**config.mk**
```make
export PLATFORM = sky130hd
export DESIGN_NAME = frog_collision_monitor
export DESIGN_NICKNAME = d
export VERILOG_FILES = /design/src/rtl/game_pkg.sv /design/src/rtl/box_overlap.sv /design/src/rtl/frog_collision_monitor.sv
export SDC_FILE = /design/constraint.sdc
export NUM_CORES = 1
export LEC_CHECK = 0
export BUFFER_PORTS_ARGS = -buffer_cell sky130_fd_sc_hd__buf_2
export CAP_MARGIN = 5
export CORE_UTILIZATION = 55
export DETAILED_ROUTE_END_ITERATION = 8
export PLACE_DENSITY = 0.95
export SYNTH_ARGS = -nofsm -noshare
export SYNTH_HDL_FRONTEND = slang
export SYNTH_SLANG_ARGS = --single-unit
export TNS_END_PERCENT = 10
```
**constraint.sdc**
```tcl
create_clock -name clk -period 8.4 [get_ports clk]
set_input_delay 0.42 -clock clk [delete_from_list [all_inputs] [get_ports clk]]
set_output_delay 0.42 -clock clk [all_outputs]
set_load 0.02 [all_outputs]
```
**src/rtl/game_pkg.sv**
```systemverilog
// Shared playfield geometry, lives defaults and the collision-monitor state type.
package game_pkg;

    localparam int unsigned COORD_W     = 10;
    localparam int unsigned LEN_W       = 2;
    localparam int unsigned H_DISPLAY   = 640;
    localparam int unsigned TILE        = 16;
    localparam int unsigned CAR_H       = 16;
    localparam int unsigned FROG_SIZE   = 16;
    localparam int unsigned LIVES_INIT  = 3;
    localparam int unsigned LIVES_W_DEF = 2;
    localparam int unsigned N_CARS_DEF  = 4;

    typedef enum logic [1:0] {
        ST_IDLE,
        ST_SCAN,
        ST_RESPAWN,
        ST_GAME_OVER
    } mon_state_e;

    // Car width in pixels from its length code: (len+1) tiles, 11 bits so no wrap.
    function automatic logic [COORD_W:0] car_width(input logic [LEN_W-1:0] len);
        return (($bits(car_width))'(len) + 11'd1) * 11'(TILE);
    endfunction

endpackage

```
**src/rtl/box_overlap.sv**
```systemverilog
// Combinational bounding-box test of one car against the frog; off-screen cars never collide.
module box_overlap
    import game_pkg::*;
(
    input  logic [COORD_W-1:0] car_x_i,
    input  logic [COORD_W-1:0] car_y_i,
    input  logic [LEN_W-1:0]   car_len_i,
    input  logic [COORD_W-1:0] frog_x_i,
    input  logic [COORD_W-1:0] frog_y_i,
    output logic               overlap_o
);

    logic [COORD_W:0] cx;
    logic [COORD_W:0] cy;
    logic [COORD_W:0] fx;
    logic [COORD_W:0] fy;
    logic             on_screen;
    logic             x_hit;
    logic             y_hit;

    // Strict compares make touching edges a miss.
    always_comb begin
        cx        = {1'b0, car_x_i};
        cy        = {1'b0, car_y_i};
        fx        = {1'b0, frog_x_i};
        fy        = {1'b0, frog_y_i};
        on_screen = cx < 11'(H_DISPLAY);
        x_hit     = (cx < fx + 11'(FROG_SIZE)) && (fx < cx + car_width(car_len_i));
        y_hit     = (cy < fy + 11'(CAR_H)) && (fy < cy + 11'(FROG_SIZE));
        overlap_o = on_screen && x_hit && y_hit;
    end

endmodule

```
**src/rtl/frog_collision_monitor.sv**
```systemverilog
// Per-frame sequential car/frog collision scan with lives, respawn handshake and game-over.
module frog_collision_monitor
    import game_pkg::*;
#(
    parameter int unsigned N_CARS  = N_CARS_DEF,
    parameter int unsigned LIVES_W = LIVES_W_DEF
) (
    input  logic                        clk,
    input  logic                        reset,
    input  logic                        frame_tick,
    input  logic [COORD_W*N_CARS-1:0]   car_x_bus,
    input  logic [COORD_W*N_CARS-1:0]   car_y_bus,
    input  logic [LEN_W*N_CARS-1:0]     car_len_bus,
    input  logic [COORD_W-1:0]          frog_x,
    input  logic [COORD_W-1:0]          frog_y,
    input  logic                        respawn_ack,
    input  logic                        restart,
    output logic                        hit,
    output logic [LIVES_W-1:0]          lives,
    output logic                        respawn_req,
    output logic                        game_over,
    output logic                        busy
);

    localparam int unsigned IDX_W = (N_CARS > 1) ? $clog2(N_CARS) : 1;

    mon_state_e         state_q, state_d;
    logic [IDX_W-1:0]   idx_q, idx_d;
    logic [LIVES_W-1:0] lives_q, lives_d;
    logic [COORD_W-1:0] snap_x_q, snap_x_d;
    logic [COORD_W-1:0] snap_y_q, snap_y_d;
    logic               hit_q, hit_d;

    logic [COORD_W-1:0] cur_x;
    logic [COORD_W-1:0] cur_y;
    logic [LEN_W-1:0]   cur_len;
    logic               overlap;

    // Car positions are taken live from the buses; only the frog is snapshotted.
    always_comb begin
        cur_x   = '0;
        cur_y   = '0;
        cur_len = '0;
        for (int unsigned i = 0; i < N_CARS; i++) begin
            if (idx_q == IDX_W'(i)) begin
                cur_x   = car_x_bus[COORD_W*i +: COORD_W];
                cur_y   = car_y_bus[COORD_W*i +: COORD_W];
                cur_len = car_len_bus[LEN_W*i +: LEN_W];
            end
        end
    end

    box_overlap u_box_overlap (
        .car_x_i   (cur_x),
        .car_y_i   (cur_y),
        .car_len_i (cur_len),
        .frog_x_i  (snap_x_q),
        .frog_y_i  (snap_y_q),
        .overlap_o (overlap)
    );

    always_ff @(posedge clk or posedge reset) begin
        if (reset) begin
            state_q  <= ST_IDLE;
            idx_q    <= '0;
            lives_q  <= LIVES_W'(LIVES_INIT);
            snap_x_q <= '0;
            snap_y_q <= '0;
            hit_q    <= 1'b0;
        end else begin
            state_q  <= state_d;
            idx_q    <= idx_d;
            lives_q  <= lives_d;
            snap_x_q <= snap_x_d;
            snap_y_q <= snap_y_d;
            hit_q    <= hit_d;
        end
    end

    always_comb begin
        state_d  = state_q;
        idx_d    = idx_q;
        lives_d  = lives_q;
        snap_x_d = snap_x_q;
        snap_y_d = snap_y_q;
        hit_d    = 1'b0;
        case (state_q)
            ST_IDLE: begin
                if (frame_tick) begin
                    snap_x_d = frog_x;
                    snap_y_d = frog_y;
                    idx_d    = '0;
                    state_d  = ST_SCAN;
                end
            end
            ST_SCAN: begin
                // First overlapping car ends the scan, so one frame costs at most one life.
                if (overlap) begin
                    hit_d = 1'b1;
                    if (lives_q <= LIVES_W'(1)) begin
                        lives_d = '0;
                        state_d = ST_GAME_OVER;
                    end else begin
                        lives_d = lives_q - LIVES_W'(1);
                        state_d = ST_RESPAWN;
                    end
                end else if (idx_q == IDX_W'(N_CARS - 1)) begin
                    state_d = ST_IDLE;
                end else begin
                    idx_d = idx_q + IDX_W'(1);
                end
            end
            ST_RESPAWN: begin
                if (respawn_ack) begin
                    state_d = ST_IDLE;
                end
            end
            ST_GAME_OVER: begin
                if (restart) begin
                    lives_d = LIVES_W'(LIVES_INIT);
                    state_d = ST_IDLE;
                end
            end
            default: state_d = ST_IDLE;
        endcase
    end

    always_comb begin
        hit         = hit_q;
        lives       = lives_q;
        respawn_req = (state_q == ST_RESPAWN);
        game_over   = (state_q == ST_GAME_OVER);
        busy        = (state_q != ST_IDLE);
    end

endmodule
```
# ---- Yosys cells after proc, flatten, opt, wreduce, memory -nomap -nowiden
# Cells that the tools add are included.
dict set report op_classes {
  add_sub_neg 7
  magnitude_cmp 6
  eq_ne 13
  mux 29
  n_reduce_logical 13
}
# op n
set op_table {}
lappend op_table {{10-bit two-way mux} 8}
lappend op_table {{10-bit by 11-bit less-than comparator with 1-bit output} 4}
lappend op_table {{10-bit by 5-bit adder with 11-bit output, second input constant} 3}
lappend op_table {{2-bit two-way mux} 15}
lappend op_table {{2-bit inequality test, second input constant} 6}
lappend op_table {{10-bit by 11-bit adder with 11-bit output} 1}
lappend op_table {{10-bit less-than comparator, second input constant} 1}
lappend op_table {{2-bit == test, second input constant} 4}
lappend op_table {{2-bit case mux with 2 select lines} 2}
lappend op_table {{2-bit case mux with 4 select lines} 1}
lappend op_table {{4-bit AND reduction} 2}
lappend op_table {{2-bit nonzero test} 3}
lappend op_table {{2-bit by 1-bit == test with 1-bit output, second input constant} 2}
lappend op_table {{1-bit logical AND} 4}
lappend op_table {{2-bit zero test} 2}
lappend op_table {{2-bit by 1-bit adder with 3-bit output, second input constant} 1}
lappend op_table {{1-bit two-way mux} 3}
lappend op_table {{3-bit inequality test, second input constant} 1}
lappend op_table {{3-bit AND reduction} 1}
lappend op_table {{2-bit by 1-bit adder with 2-bit output, second input constant} 1}
lappend op_table {{2-bit by 1-bit less-or-equal comparator with 1-bit output, second input constant} 1}
lappend op_table {{2-bit AND reduction} 1}
lappend op_table {{2-bit by 1-bit subtractor with 2-bit output, second input constant} 1}
dict set report totals {
  ff_bits 27
  word_cells 74
}

# ---- Logic depth before layout (Yosys ltp)
# Gate-level depths: netlist of run 1.
dict set report depth {
  ltp_word 13
  ltp_mapped 26
}

# ---- Cells and area by module
# From an unflattened synthesis of run 1, not the netlist that was laid out.
dict set report unflattened {
  cells_unflattened 344
  hier_area_um2 3120.5
}
# module instances cells_per_inst area_per_inst_um2
set modules_own_cells {}
lappend modules_own_cells {frog_collision_monitor 1 187 1895.6}
lappend modules_own_cells {box_overlap 1 157 1224.9}

# ---- Worst setup path after synthesis of run 1
# OpenSTA, ideal clock, no wires.
dict set report synth_timing {
  kind {reg2reg}
  start {register idx_q[0]}
  end {register lives_q[0] (netlist: lives[0])}
  setup_ps 82
  arrival_ps 4572
  required_time_ps 8318
  slack_ps 3747
  path_stages_with_launch 22
  synth_period_minus_slack_ps 4653
  cell_sequence {dfrtp_1 inv_1 ha_1 and2b_1 buf_4 clkbuf_1 a22oi_1 nor2_1 a21oi_1 nor2_1 a21o_1 ha_1 inv_1 fa_1 ha_1 a21o_1 a2111oi_0 o211ai_1 a2111oi_4 o211ai_4 or2_0 a211o_1}
}
dict set report synth_between {
  elab_chain_len 13
  elab_cells_between_ends 30
  cone_classes {3 x add/sub; 5 x order compare; 4 x eq/ne; 12 x mux; 6 x reduce/logical}
}
# item line
set synth_lines {}
lappend synth_lines {{from (decl)} frog_collision_monitor.sv:28} ;# logic [IDX_W-1:0] idx_q, idx_d;
lappend synth_lines {{from (signal assigned)} frog_collision_monitor.sv:72} ;# idx_q <= idx_d;
lappend synth_lines {{2-bit zero test} frog_collision_monitor.sv:45} ;# if (idx_q == IDX_W'(i)) begin
lappend synth_lines {{2-bit two-way mux (4 in a row)} frog_collision_monitor.sv:45}
lappend synth_lines {{2-bit by 1-bit adder with 3-bit output} game_pkg.sv:23} ;# return (($bits(car_width))'(len) + 11'd1) * 11'(TILE);
lappend synth_lines {{10-bit by 11-bit adder with 11-bit output} box_overlap.sv:28} ;# x_hit = (cx < fx + 11'(FROG_SIZE)) && (fx < cx + car_width(car_len_i));
lappend synth_lines {{10-bit by 11-bit less-than comparator with 1-bit output} box_overlap.sv:28}
lappend synth_lines {{1-bit logical AND} box_overlap.sv:28}
lappend synth_lines {{1-bit logical AND} box_overlap.sv:30} ;# overlap_o = on_screen && x_hit && y_hit;
lappend synth_lines {{1-bit logical AND (*)} box_overlap.sv:30}
lappend synth_lines {{2-bit inequality test (no source line) (*)} --}
lappend synth_lines {{3-bit AND reduction (no source line) (*)} --}
lappend synth_lines {{to (signal assigned)} frog_collision_monitor.sv:66} ;# lives_q <= LIVES_W'(LIVES_INIT);
lappend synth_lines {{to (signal assigned)} frog_collision_monitor.sv:73} ;# lives_q <= lives_d;
lappend synth_lines {{to (decl)} frog_collision_monitor.sv:29} ;# logic [LIVES_W-1:0] lives_q, lives_d;
# Mark *: on every way between the ends. The rest lies on a longest branch, timed or not.
# A chain may end at the register's enable or synchronous reset.

# ---- Worst setup path after layout of run 1
dict set report layout_timing {
  start {register idx_q[1]}
  end {register lives_q[0] (netlist: lives[0])}
}
# The elaborated chain is that of the path after synthesis.

==> flow_metrics.env, run 1 <==
export IMPL_grt_pass1_wl_um=13700
export IMPL_final_seq_area_um2=678
export IMPL_die_width_um=78.1
export IMPL_n_fill_cell=466
export IMPL_cts_buffers=3
export IMPL_gp_congestion=0.895
export IMPL_dieArea_um2=6090
export IMPL_port_buffers=118
export IMPL_coreArea_um2=5540
export IMPL_drt_iter0_drc=173
export IMPL_post_cts_buffers=0
export IMPL_startpoint_type="flip-flop"
export IMPL_rsz0062_at_grt="no"
export IMPL_tns_ns=0
export IMPL_htree_num_levels=1
export IMPL_dp_cells=558
export IMPL_fin_crit_sh_pct=61.7
export IMPL_drive_gt1_share_pct=32.2
export IMPL_pwr_share_clk_pct=4.5
export IMPL_swShare_pct=51.5
export IMPL_cap_violations=0
export IMPL_drc_errors=0
export IMPL_ys_types=63
export IMPL_io_pins=119
export IMPL_seq_area_frac_synth_pct=21.3
export IMPL_final_util_pct=69.1
export IMPL_cts_tree="done"
export IMPL_multi_input_area_um2=2270
export IMPL_syn_nets=543
export IMPL_synth_seq_cells=27
export IMPL_grt_max_degree=44
export IMPL_power_switching_mw=0.905
export IMPL_num_vias=3266
export IMPL_worstSkewPairLatency_ns=0.28
export IMPL_status="finished, final reports clean"
export IMPL_report_final_hold_viol_count=0
export IMPL_syn_to_final_growth_pct=20.4
export IMPL_synth_edf_count=0
export IMPL_crit_path_end_kind="flip-flop"
export IMPL_via_per_inst=5.81
export IMPL_yosysWarnings=0
export IMPL_final_setup_viol_count=0
export IMPL_path_max_fanout=29
export IMPL_grt_pass1_vias=3206
export IMPL_grt_overflow=0
export IMPL_internal_power_mw=0.851
export IMPL_synth_ff_type="dfrtp_1"
export IMPL_hold_buffers=0
export IMPL_hold_slack_ns=0.330
export IMPL_p_seq_share_pct=15.7
export IMPL_syn_inst=383
export IMPL_peakVddDrop_v=0.000282
export IMPL_power_frac_comb_pct=79.8
export IMPL_finClkSkew_ns=0.00991
export IMPL_tightest_slew_ns=1.08
export IMPL_nets=651
export IMPL_p_leak_nw=1.96
export IMPL_crit_type="flip-flop to flip-flop"
export IMPL_ant_nets=0
export IMPL_clockBufferDepth=2
export IMPL_fmax_mhz=193
export IMPL_crit_required_ns=8.61
export IMPL_post_cts_resized=0
export IMPL_max_slew_margin_pct=28.0
export IMPL_num_rows=27
export IMPL_cts_sink_count=27
export IMPL_wl_um=8570
export IMPL_stdcell_count=562
export IMPL_synth_avg_cell_area_um2=8.31
export IMPL_drv_slew=0
export IMPL_root_buffer="clkbuf_8"
export IMPL_synthArstFlopShare_pct=100
export IMPL_dr_pass1_iters=4
export IMPL_fp_dieH_um=78.1
export IMPL_min_path_type="input port to flip-flop"
export IMPL_diodes=0
export IMPL_grtUsageTotal_pct=28.2
export IMPL_clk_pin_slew_ns=0.10
export IMPL_initial_utilization_pct=57.4
export IMPL_antenna_found_initial=0
export IMPL_post_dp_hpwl_um=6860
export IMPL_power_density_nw_per_um2=458
export IMPL_arrival_ns=5.40
export IMPL_fin_crit_ns=5.19
export IMPL_synthesis_area_um2=3180
export IMPL_wl_per_cell_um=15.3
==> layout by cell type (no fill, tap or decap), types with 3 or more instances in the layout <==
cell type / n
clkbuf_8: 3
a22oi_1: 12
dfrtp_1: 25
o21ai_0: 22
a211oi_1: 4
mux2_2: 14
and3_1: 3
buf_4: 4
o22ai_1: 3
nor3_1: 6
xor2_1: 7
inv_1: 34
buf_2: 118
ha_1: 46
nand3_1: 8
a21o_1: 7
nand2_1: 26
nor4_1: 3
nor2_1: 36
o21a_1: 3
a221o_1: 4
nor2b_1: 5
nand2b_1: 4
a211o_1: 3
a21oi_1: 38
xnor2_1: 8
==> state kept, by name, indices dropped and copies added (netlist names) <==
register,cells
hit,1
state_q,2
idx_q,2
snap_x_q,10
snap_y_q,10
lives,2
==> metrics by stage <==
step           power (mW)  instance area (µm²)  setup slack (ns)
5_1_grt              1.95                 3830              2.81
2_1_floorplan        1.37                 3180              3.75
3_5_place_dp         1.66                 3780              3.25
6_report             1.76                 3830              3.21
3_3_place_gp         1.58                 3780              3.45
4_1_cts              1.76                 3830              3.24
==> worst max-delay path: stages, from the launching register on <==
cell and delay (ns):
dfrtp_1 0.42, inv_1 0.12, ha_1 0.15, buf_4 0.28, and2b_1 0.42, a22oi_1 0.25, nor2_1 0.06, a21oi_1 0.13
nor2_1 0.06, a21o_1 0.18, ha_1 0.29, inv_1 0.06, fa_1 0.43, inv_1 0.08, a21oi_1 0.07, nor3_2 0.18
xnor2_1 0.09, ha_1 0.19, a2111oi_0 0.33, o211ai_1 0.21, a2111oi_4 0.38, o211ai_4 0.19, or2_0 0.26, a211o_1 0.29
==> path summary, 6_finish.rpt <==
check / startpoint / to / slack [ns] / cells past startpoint
max: idx_q[1]$_DFFE_PP0P_ / lives[0]$_DFFE_PP1P_ / 3.21 / 23
min: frog_y[1] / snap_y_q[1]$_DFFE_PP0P_ / 0.33 / 3
max reg2reg: idx_q[1]$_DFFE_PP0P_ / lives[0]$_DFFE_PP1P_ / 3.21 / 23
min reg2reg: snap_y_q[0]$_DFFE_PP0P_ / snap_y_q[0]$_DFFE_PP0P_ / 0.57 / 1
max in group asynchronous: reset / snap_y_q[2]$_DFFE_PP0P_ / 7.36 / 2
min in group asynchronous: reset / snap_y_q[3]$_DFFE_PP0P_ / 0.39 / 2
==> Yosys cell counts, types with 2 or more instances <==
cell type | count | area share (%)
o211ai_1 | 2 | 0.47
o21a_1 | 3 | 0.71
ha_1 | 46 | 18
nor4_1 | 3 | 0.59
clkbuf_1 | 12 | 1.4
a211o_1 | 3 | 0.83
nand2_1 | 26 | 3.1
xor2_1 | 7 | 1.9
and3_1 | 3 | 0.59
a21o_1 | 7 | 1.7
or2_2 | 2 | 0.39
o21ai_0 | 22 | 3.5
a211oi_1 | 4 | 0.94
nor2_1 | 37 | 4.4
dfstp_2 | 2 | 1.7
nor2b_1 | 5 | 0.98
nand2b_1 | 4 | 0.79
nand4_1 | 2 | 0.39
o221ai_1 | 2 | 0.55
mux2_2 | 14 | 5.0
nand3b_1 | 2 | 0.47
buf_6 | 3 | 1.1
a22oi_1 | 12 | 2.8
inv_1 | 34 | 4.0
mux2i_1 | 2 | 0.63
dfrtp_1 | 25 | 20
a21oi_1 | 38 | 6.0
nand3_1 | 8 | 1.3
nor3_1 | 6 | 0.94
o22ai_1 | 3 | 0.59
xnor2_1 | 8 | 2.2
a221o_2 | 2 | 0.71
a221o_1 | 4 | 1.3
==> cell type report <==
| type | count | share of cell area (%) |
|---|---|---|
| Clock buffer | 4 | 1.18 |
| Multi-Input combinational cell | 303 | 59.2 |
| Sequential cell | 27 | 17.7 |
| Inverter | 34 | 3.33 |
| Tap cell | 72 | 2.35 |
| Timing Repair Buffer | 122 | 16.2 |
==> power by group through the flow <==
stage / Clock (mW) / Combinational, mW / Sequential (mW)
4_1_cts: 0.0807 / 1.40 / 0.277
3_3_place_gp: 0 / 1.30 / 0.274
6_report: 0.0789 / 1.40 / 0.276
3_5_place_dp: 0 / 1.38 / 0.279
2_1_floorplan: 0 / 1.12 / 0.256
5_1_grt: 0.0857 / 1.57 / 0.286
==> metal layers <==
layer  global-route usage (%)  up-vias  share of wire (%)
met3                     3.95       20                6.1
met5                        0        -                  0
met2                     55.0      122                 52
met4                     11.3        0                2.6
met1                     30.0     1526                 39
li1                         -     1598                  -
==> logic make-up after synthesis <==
group                    after synthesis  share of synthesized area [%]
buffers and inverters                 53                           7.47
multiplexers                          16                           5.58
AO/OA/AOI/OAI                        120                           27.3
flip-flops                            27                           21.3
adder cells (fa/ha/maj)               47                           18.7
XOR/XNOR                              15                           4.13
AND/OR/NAND/NOR                      105                           15.5
Power figures use the tool's default switching activity.
==> run 2: changes to the inputs <==
--- a/config.mk
+++ b/config.mk
@@ -7,9 +7,9 @@
 export LEC_CHECK = 0
 export BUFFER_PORTS_ARGS = -buffer_cell sky130_fd_sc_hd__buf_2
 export CAP_MARGIN = 5
-export CORE_UTILIZATION = 55
+export CORE_UTILIZATION = 51
 export DETAILED_ROUTE_END_ITERATION = 8
-export PLACE_DENSITY = 0.95
+export PLACE_DENSITY = 0.92
 export SYNTH_ARGS = -nofsm -noshare
 export SYNTH_HDL_FRONTEND = slang
 export SYNTH_SLANG_ARGS = --single-unit
==> constraint.sdc (replaced) <==
create_clock -name clk -period 4.8 [get_ports clk]
set_input_delay 0.24 -clock clk [delete_from_list [all_inputs] [get_ports clk]]
set_output_delay 0.24 -clock clk [all_outputs]
set_load 0.02 [all_outputs]
==> run 2 against run 1 <==
Effect of this change: routed wire length is 9.9% higher; sequential cell count stayed put; count of clock-buffer cells in the layout is 1 lower; sequential share of layout area is 0.62 points lower; largest cell class unchanged; largest power group unchanged.
==> flow_metrics.env, run 2 (synthesis results as in run 1) <==
export IMPL_cpMaxStageDelayCell="fa_2"
export IMPL_report_final_hold_viol_count=0
export IMPL_power_density_nw_per_um2=860
export IMPL_htree_num_levels=1
export IMPL_fmax_mhz=211
export IMPL_die_width_um=81.0
export IMPL_via_per_inst=5.97
export IMPL_critPathTopFamily="compound AO/OA/AOI/OAI gates"
export IMPL_fin_area_um2=3970
export IMPL_diodes=0
export IMPL_fp_dieH_um=81.0
export IMPL_crit_path_end_kind="flip-flop"
export IMPL_top_regs="snap_x_q x10, snap_y_q x10"
export IMPL_rsz0062_at_grt="yes"
export IMPL_grt_max_degree=30
export IMPL_peakVddDrop_v=0.000562
export IMPL_nets=662
export IMPL_hold_slack_ns=0.153
export IMPL_layout_cells_most_common_list="buf_2 (118), ha_1 (42), a21oi_1 (38)"
export IMPL_drive_gt1_share_pct=36.1
export IMPL_num_rows=28
export IMPL_io_pins=119
export IMPL_worstSkewPairLatency_ns=0.29
export IMPL_fin_crit_sh_pct=98.7
export IMPL_hold_buffers=0
export IMPL_grt_pass1_wl_um=14200
export IMPL_swShare_pct=51.8
export IMPL_pwr_share_clk_pct=4.1
export IMPL_gp_congestion=0.882
export IMPL_p_seq_share_pct=14.2
export IMPL_crit_path_end="lives[0]$_DFFE_PP1P_"
export IMPL_internal_power_mw=1.65
export IMPL_clockBufferDepth=2
export IMPL_power_switching_mw=1.77
export IMPL_cpPeakStageDelay_ns=0.52
export IMPL_crit_path_start="idx_q[0]$_DFFE_PP0P_"
export IMPL_drt_iter0_drc=260
export IMPL_r2r_start="idx_q[0]$_DFFE_PP0P_"
export IMPL_grt_overflow=0
export IMPL_drv_slew=0
export IMPL_cap_violations=0
export IMPL_cts_tree="done"
export IMPL_antenna_found_initial=0
export IMPL_hp_start="frog_x[1]"
export IMPL_final_common_cell="buf_2"
export IMPL_r2r_cells=19
export IMPL_path_max_fanout=7
export IMPL_num_vias=3437
export IMPL_coreArea_um2=5960
export IMPL_min_path_type="input port to flip-flop"
export IMPL_finClkSkew_ns=0.0154
export IMPL_path_buf_inv=3
export IMPL_path_cells="inv_2 > ha_1 > and2b_2 > a22oi_1 > nor2_1 > a21oi_1 > o21ai_0 > ha_4 > inv_1 > fa_2 > ha_1 > a21o_1 > a2111oi_4 > o211ai_1 > a2111oi_4 > o211ai_4 > buf_4 > nor4_1 > a211o_1"
export IMPL_crit_required_ns=5.04
export IMPL_tightest_slew_ns=1.08
export IMPL_grtUsageTotal_pct=27.9
export IMPL_root_buffer="clkbuf_8"
export IMPL_initial_utilization_pct=53.4
export IMPL_port_buffers=118
export IMPL_dr_pass1_iters=5
export IMPL_worstReg2RegEnd="lives[0]$_DFFE_PP1P_"
export IMPL_arrival_ns=4.98
export IMPL_wl_um=9420
export IMPL_wl_per_cell_um=16.3
export IMPL_clk_pin_slew_ns=0.11
export IMPL_final_setup_viol_count=0
export IMPL_fin_crit_ns=4.74
export IMPL_cts_sink_count=27
export IMPL_crit_type="flip-flop to flip-flop"
export IMPL_cts_buffers=3
export IMPL_crit_cells=19
export IMPL_max_slew_margin_pct=28.1
export IMPL_syn_to_final_growth_pct=24.7
export IMPL_ant_nets=0
export IMPL_grt_pass1_vias=3342
export IMPL_n_fill_cell=497
export IMPL_r2r_slack_ns=0.06
export IMPL_power_frac_comb_pct=81.8
export IMPL_p_leak_nw=2.01
export IMPL_placed_area_um2=3820
export IMPL_dieArea_um2=6560
export IMPL_post_dp_hpwl_um=7230
export IMPL_status="finished, final reports clean"
export IMPL_drc_errors=0
export IMPL_startpoint_type="flip-flop"
-- run 2: changes by cell type in the layout (fill, tap and decap cells not counted), moves of 2 or more --
| cell | change |
|---|---|
| inv_2 | +2 |
| o21ai_0 | -2 |
| buf_4 | +11 |
| inv_1 | -2 |
| ha_1 | -4 |
| ha_2 | +3 |
-- run 2: worst min-delay path by stage --
stage,to,slack (ns),depth (start not counted)
floorplan,hit$_DFF_PP0_,0.29,1
global placement,snap_y_q[1]$_DFFE_PP0P_,0.45,3
detailed placement,snap_y_q[3]$_DFFE_PP0P_,0.45,3
global route,snap_x_q[3]$_DFFE_PP0P_,0.16,3
CTS,snap_x_q[1]$_DFFE_PP0P_,0.15,3
finish,snap_x_q[1]$_DFFE_PP0P_,0.15,3
-- run 2: cell type report --
cell class                 count  area [µm²]  share of cell area, %
inverter                      34         128                   3.22
sequential                    27         678                   17.1
tap                           75        93.8                   2.36
clock inverter                 1        5.00                  0.126
multi-input combinational    303        2320                   58.4
clock buffer                   3        41.3                   1.04
timing repair buffer         133         703                   17.7
-- run 2: worst register-to-register path, stage by stage, from the launching register on --
cell and delay, ns:
dfrtp_1 0.43, inv_2 0.08, ha_1 0.22, and2b_2 0.25, a22oi_1 0.17, nor2_1 0.06, a21oi_1 0.22, o21ai_0 0.18
ha_4 0.33, inv_1 0.04, fa_2 0.52, ha_1 0.24, a21o_1 0.23, a2111oi_4 0.35, o211ai_1 0.19, a2111oi_4 0.42
o211ai_4 0.15, buf_4 0.17, nor4_1 0.28, a211o_1 0.16
-- run 2: what timing repair did --
item                                    CTS  global route
pin swaps                                 0             9
gates resized for setup                   1            15
endpoints found under the setup margin    1             7
hold endpoints to repair                  0             0
setup buffers                             0             7
-- run 2: power groups by stage --
stage | clock [mW] | sequential (mW) | combinational [mW]
after floorplan | 0 | 0.449 | 1.95
after global placement | 0 | 0.478 | 2.32
after detailed placement | 0 | 0.486 | 2.47
after CTS | 0.141 | 0.482 | 2.50
after global routing | 0.151 | 0.499 | 3.07
final | 0.139 | 0.484 | 2.79
-- run 2: per-layer routing --
layer	routed length [µm]	GRT usage (%)	part of all wire [%]	vias to the layer above
li1	-	-	-	1618
met1	3680	29.9	39	1608
met2	4840	54.1	51	165
met3	604	3.93	6.4	46
met4	295	10.7	3.1	0
met5	0	0	0	-
-- run 2: through the flow --
stage | setup slack [ns] | cells | utilization (%) | setup TNS, ns | total power, mW
6_report | 0.0615 | 576 | 66.6 | 0 | 3.41
5_1_grt | -0.185 | 576 | 66.6 | -0.705 | 3.72
4_1_cts | 0.0285 | 569 | 64.9 | 0 | 3.12
3_5_place_dp | 0.0239 | 565 | 64.1 | 0 | 2.96
3_3_place_gp | 0.249 | 565 | 64.1 | 0 | 2.80
2_1_floorplan | 0.147 | 383 | - | 0 | 2.40
==> run 3: changes to the inputs <==
--- a/config.mk
+++ b/config.mk
@@ -7,10 +7,11 @@
 export LEC_CHECK = 0
 export BUFFER_PORTS_ARGS = -buffer_cell sky130_fd_sc_hd__buf_2
 export CAP_MARGIN = 5
-export CORE_UTILIZATION = 51
+export CORE_UTILIZATION = 50
 export DETAILED_ROUTE_END_ITERATION = 8
-export PLACE_DENSITY = 0.92
+export PLACE_DENSITY = 0.91
 export SYNTH_ARGS = -nofsm -noshare
 export SYNTH_HDL_FRONTEND = slang
+export SYNTH_HIERARCHICAL = 1
 export SYNTH_SLANG_ARGS = --single-unit
 export TNS_END_PERCENT = 10
==> run 3 against run 2 <==
Effect of this change: via count decreased by 8.5%; cell count down 6.9%; sequential cell count did not move; global-route usage down 0.12 points; core utilization down 1.3 points; maximum frequency grew 4.7%; worst setup slack better by 0.21 ns; largest cell class unchanged.
==> flow_metrics.env, run 3 <==
export IMPL_top_regs="snap_x_q x10, snap_y_q x10"
export IMPL_synth_avg_cell_area_um2=9.07
export IMPL_synth_area_leaders="dfrtp_1 (20%), ha_1 (18%), mux2_4 (9.6%)"
export IMPL_ys_types=48
export IMPL_tns_ns=0
export IMPL_cap_violations=0
export IMPL_path_cells="inv_1 > ha_1 > buf_4 > a221oi_1 > o31ai_1 > ha_1 > inv_1 > fa_1 > nor2b_1 > o21ai_0 > xor2_1 > ha_1 > a21o_1 > a32oi_1 > o2111ai_1 > nor4_4 > mux2i_1 > nand2_1 > a21boi_0"
export IMPL_drt_iter0_drc=262
export IMPL_synth_common_cells="ha_1 (46), nand2_1 (35), inv_1 (28), nor2b_1 (26), dfrtp_1 (25)"
export IMPL_grt_pass1_vias=3124
export IMPL_cpMaxStageDelayCell="dfrtp_1"
export IMPL_hold_slack_ns=0.187
export IMPL_synth_edf_count=0
export IMPL_final_setup_viol_count=0
export IMPL_htree_num_levels=1
export IMPL_max_slew_margin_pct=29.2
export IMPL_final_seq_area_um2=678
export IMPL_crit_type="flip-flop to flip-flop"
export IMPL_diodes=0
export IMPL_path_max_fanout=23
export IMPL_ant_nets=0
export IMPL_peakVddDrop_v=0.000502
export IMPL_clk_pin_slew_ns=0.10
export IMPL_wl_per_cell_um=16.4
export IMPL_yosysMostFrequentCell="ha_1"
export IMPL_hold_buffers=0
export IMPL_status="finished, final reports clean"
export IMPL_drive_gt1_share_pct=36.7
export IMPL_fin_crit_sh_pct=94.3
export IMPL_num_rows=28
export IMPL_grt_overflow=0
export IMPL_io_pins=119
export IMPL_tightest_slew_ns=1.06
export IMPL_cpPeakStageDelay_ns=0.43
export IMPL_layout_cells_most_common_list="buf_2 (118), ha_1 (45), nand2_1 (35)"
export IMPL_die_width_um=81
export IMPL_worstSkewPairLatency_ns=0.28
export IMPL_gp_congestion=0.900
export IMPL_synth_seq_cells=27
export IMPL_synth_ff_type="dfrtp_1"
export IMPL_drv_slew=0
export IMPL_nets=622
export IMPL_power_density_nw_per_um2=831
export IMPL_cts_buffers=3
export IMPL_synthArstFlopShare_pct=100
export IMPL_final_util_pct=65.3
export IMPL_post_dp_hpwl_um=6980
export IMPL_arrival_ns=4.71
export IMPL_dp_cells=530
export IMPL_finClkSkew_ns=0.0104
export IMPL_grtUsageTotal_pct=27.7
export IMPL_fmax_mhz=221
export IMPL_synth_top_area_share_pct=20.0
export IMPL_cts_sink_count=27
export IMPL_syn_nets=504
export IMPL_clockBufferDepth=2
export IMPL_crit_top_cell="ha_1"
export IMPL_root_buffer="clkbuf_8"
export IMPL_multi_input_area_um2=2290
export IMPL_synth_area_leader_cell="dfrtp_1"
export IMPL_coreArea_um2=5960
export IMPL_min_path_type="input port to flip-flop"
export IMPL_n_fill_cell=479
export IMPL_num_vias=3146
export IMPL_wl_um=8800
export IMPL_yosysWarnings=6
export IMPL_grt_max_degree=28
export IMPL_p_leak_nw=1.95
export IMPL_rsz0062_at_grt="no"
export IMPL_startpoint_type="flip-flop"
export IMPL_dr_pass1_iters=6
export IMPL_syn_inst=344
export IMPL_placed_area_um2=3790
export IMPL_final_common_cell="buf_2"
export IMPL_crit_required_ns=4.99
export IMPL_report_final_hold_viol_count=0
export IMPL_crit_path_end_kind="flip-flop"
export IMPL_fin_area_um2=3890
export IMPL_dieArea_um2=6560
export IMPL_fin_crit_ns=4.52
export IMPL_fp_dieH_um=81
export IMPL_antenna_found_initial=0
export IMPL_syn_to_final_growth_pct=24.7
export IMPL_cts_tree="done"
export IMPL_port_buffers=118
export IMPL_drc_errors=0
export IMPL_via_per_inst=5.87
export IMPL_synthesis_area_um2=3120
export IMPL_grt_pass1_wl_um=14000
export IMPL_stdcell_count=536
export IMPL_initial_utilization_pct=52.4
export IMPL_seq_area_frac_synth_pct=21.7
run 3: changes by cell type after synthesis, sizes merged, moves of 8 or more:
cell,delta
o31ai,+19
nand2,+8
o21ai,-13
a21oi,-25
a22oi,-13
a221oi,+21
nor2b,+22
nor2,-30
run 3: repair_timing:
item / CTS / global route
hold endpoints to repair: 0 / 0
pin swaps: 0 / 1
resized for setup: 2 / 5
setup endpoints to repair: 3 / 7
buffers inserted: 0 / 2
run 3: path summary, 6_finish.rpt:
check,start,endpoint,slack (ns),cells past startpoint
worst max-delay path,idx_q[1]$_DFFE_PP0P_,state_q[0]$_DFFE_PP0P_,0.28,19
worst min-delay path,frog_x[2],snap_x_q[2]$_DFFE_PP0P_,0.19,2
worst max register to register,idx_q[1]$_DFFE_PP0P_,state_q[0]$_DFFE_PP0P_,0.28,19
worst min register to register,lives[1]$_DFFE_PP1P_,lives[1]$_DFFE_PP1P_,0.53,2
max in group asynchronous,reset,snap_x_q[6]$_DFFE_PP0P_,3.95,2
min in group asynchronous,reset,snap_y_q[1]$_DFFE_PP0P_,0.21,2
run 3: routing by layer:
metal	GRT usage, %	share of wire [%]	vias to the layer above
met4	10.4	2.0	0
met2	48.4	49	142
li1	-	-	1500
met1	33.6	42	1482
met3	5.28	6.9	22
met5	0	0	-
run 3: logic make-up (layout without fill, tap and decap cells):
family	count (synthesis)	count (layout)	synth area share (%)
muxes	23	23	10.6
and+or+nand+nor	99	99	17.4
AOI/OAI and AO/OA	87	87	20.5
DFF	27	27	21.7
buffers and inverters	45	162	6.17
xor gates and xnor gates	16	16	4.49
adders and majority gates	47	47	19.1
run 3: critical path: cells and delay by family, from the launching register on:
kind	cells	cell delay, ns
AO/OA/AOI/OAI	7	1.41
adder cells (fa/ha/maj)	4	1.16
AND/OR/NAND/NOR	3	0.56
buffers and inverters	3	0.47
flip-flops	1	0.43
multiplexers	1	0.23
XOR/XNOR	1	0.15
run 3: cell type report:
cell class | instances | area share, %
multi-input combinational | 272 | 58.8
timing repair buffer | 130 | 17.5
sequential | 27 | 17.4
inverter | 28 | 2.70
tap | 75 | 2.41
clock buffer | 4 | 1.16
run 3: power breakdown:
group	internal, mW	switching, mW
clock network	0.0596	0.0714
logic	1.20	1.39
registers	0.349	0.156
total	1.61	1.62
run 3: through the flow:
stage,worst slack (ns),power (mW)
2_1_floorplan,0.567,2.37
3_3_place_gp,0.246,2.81
4_1_cts,0.0960,3.13
5_1_grt,0.0279,3.56
3_5_place_dp,-0.0372,2.97
6_report,0.275,3.23
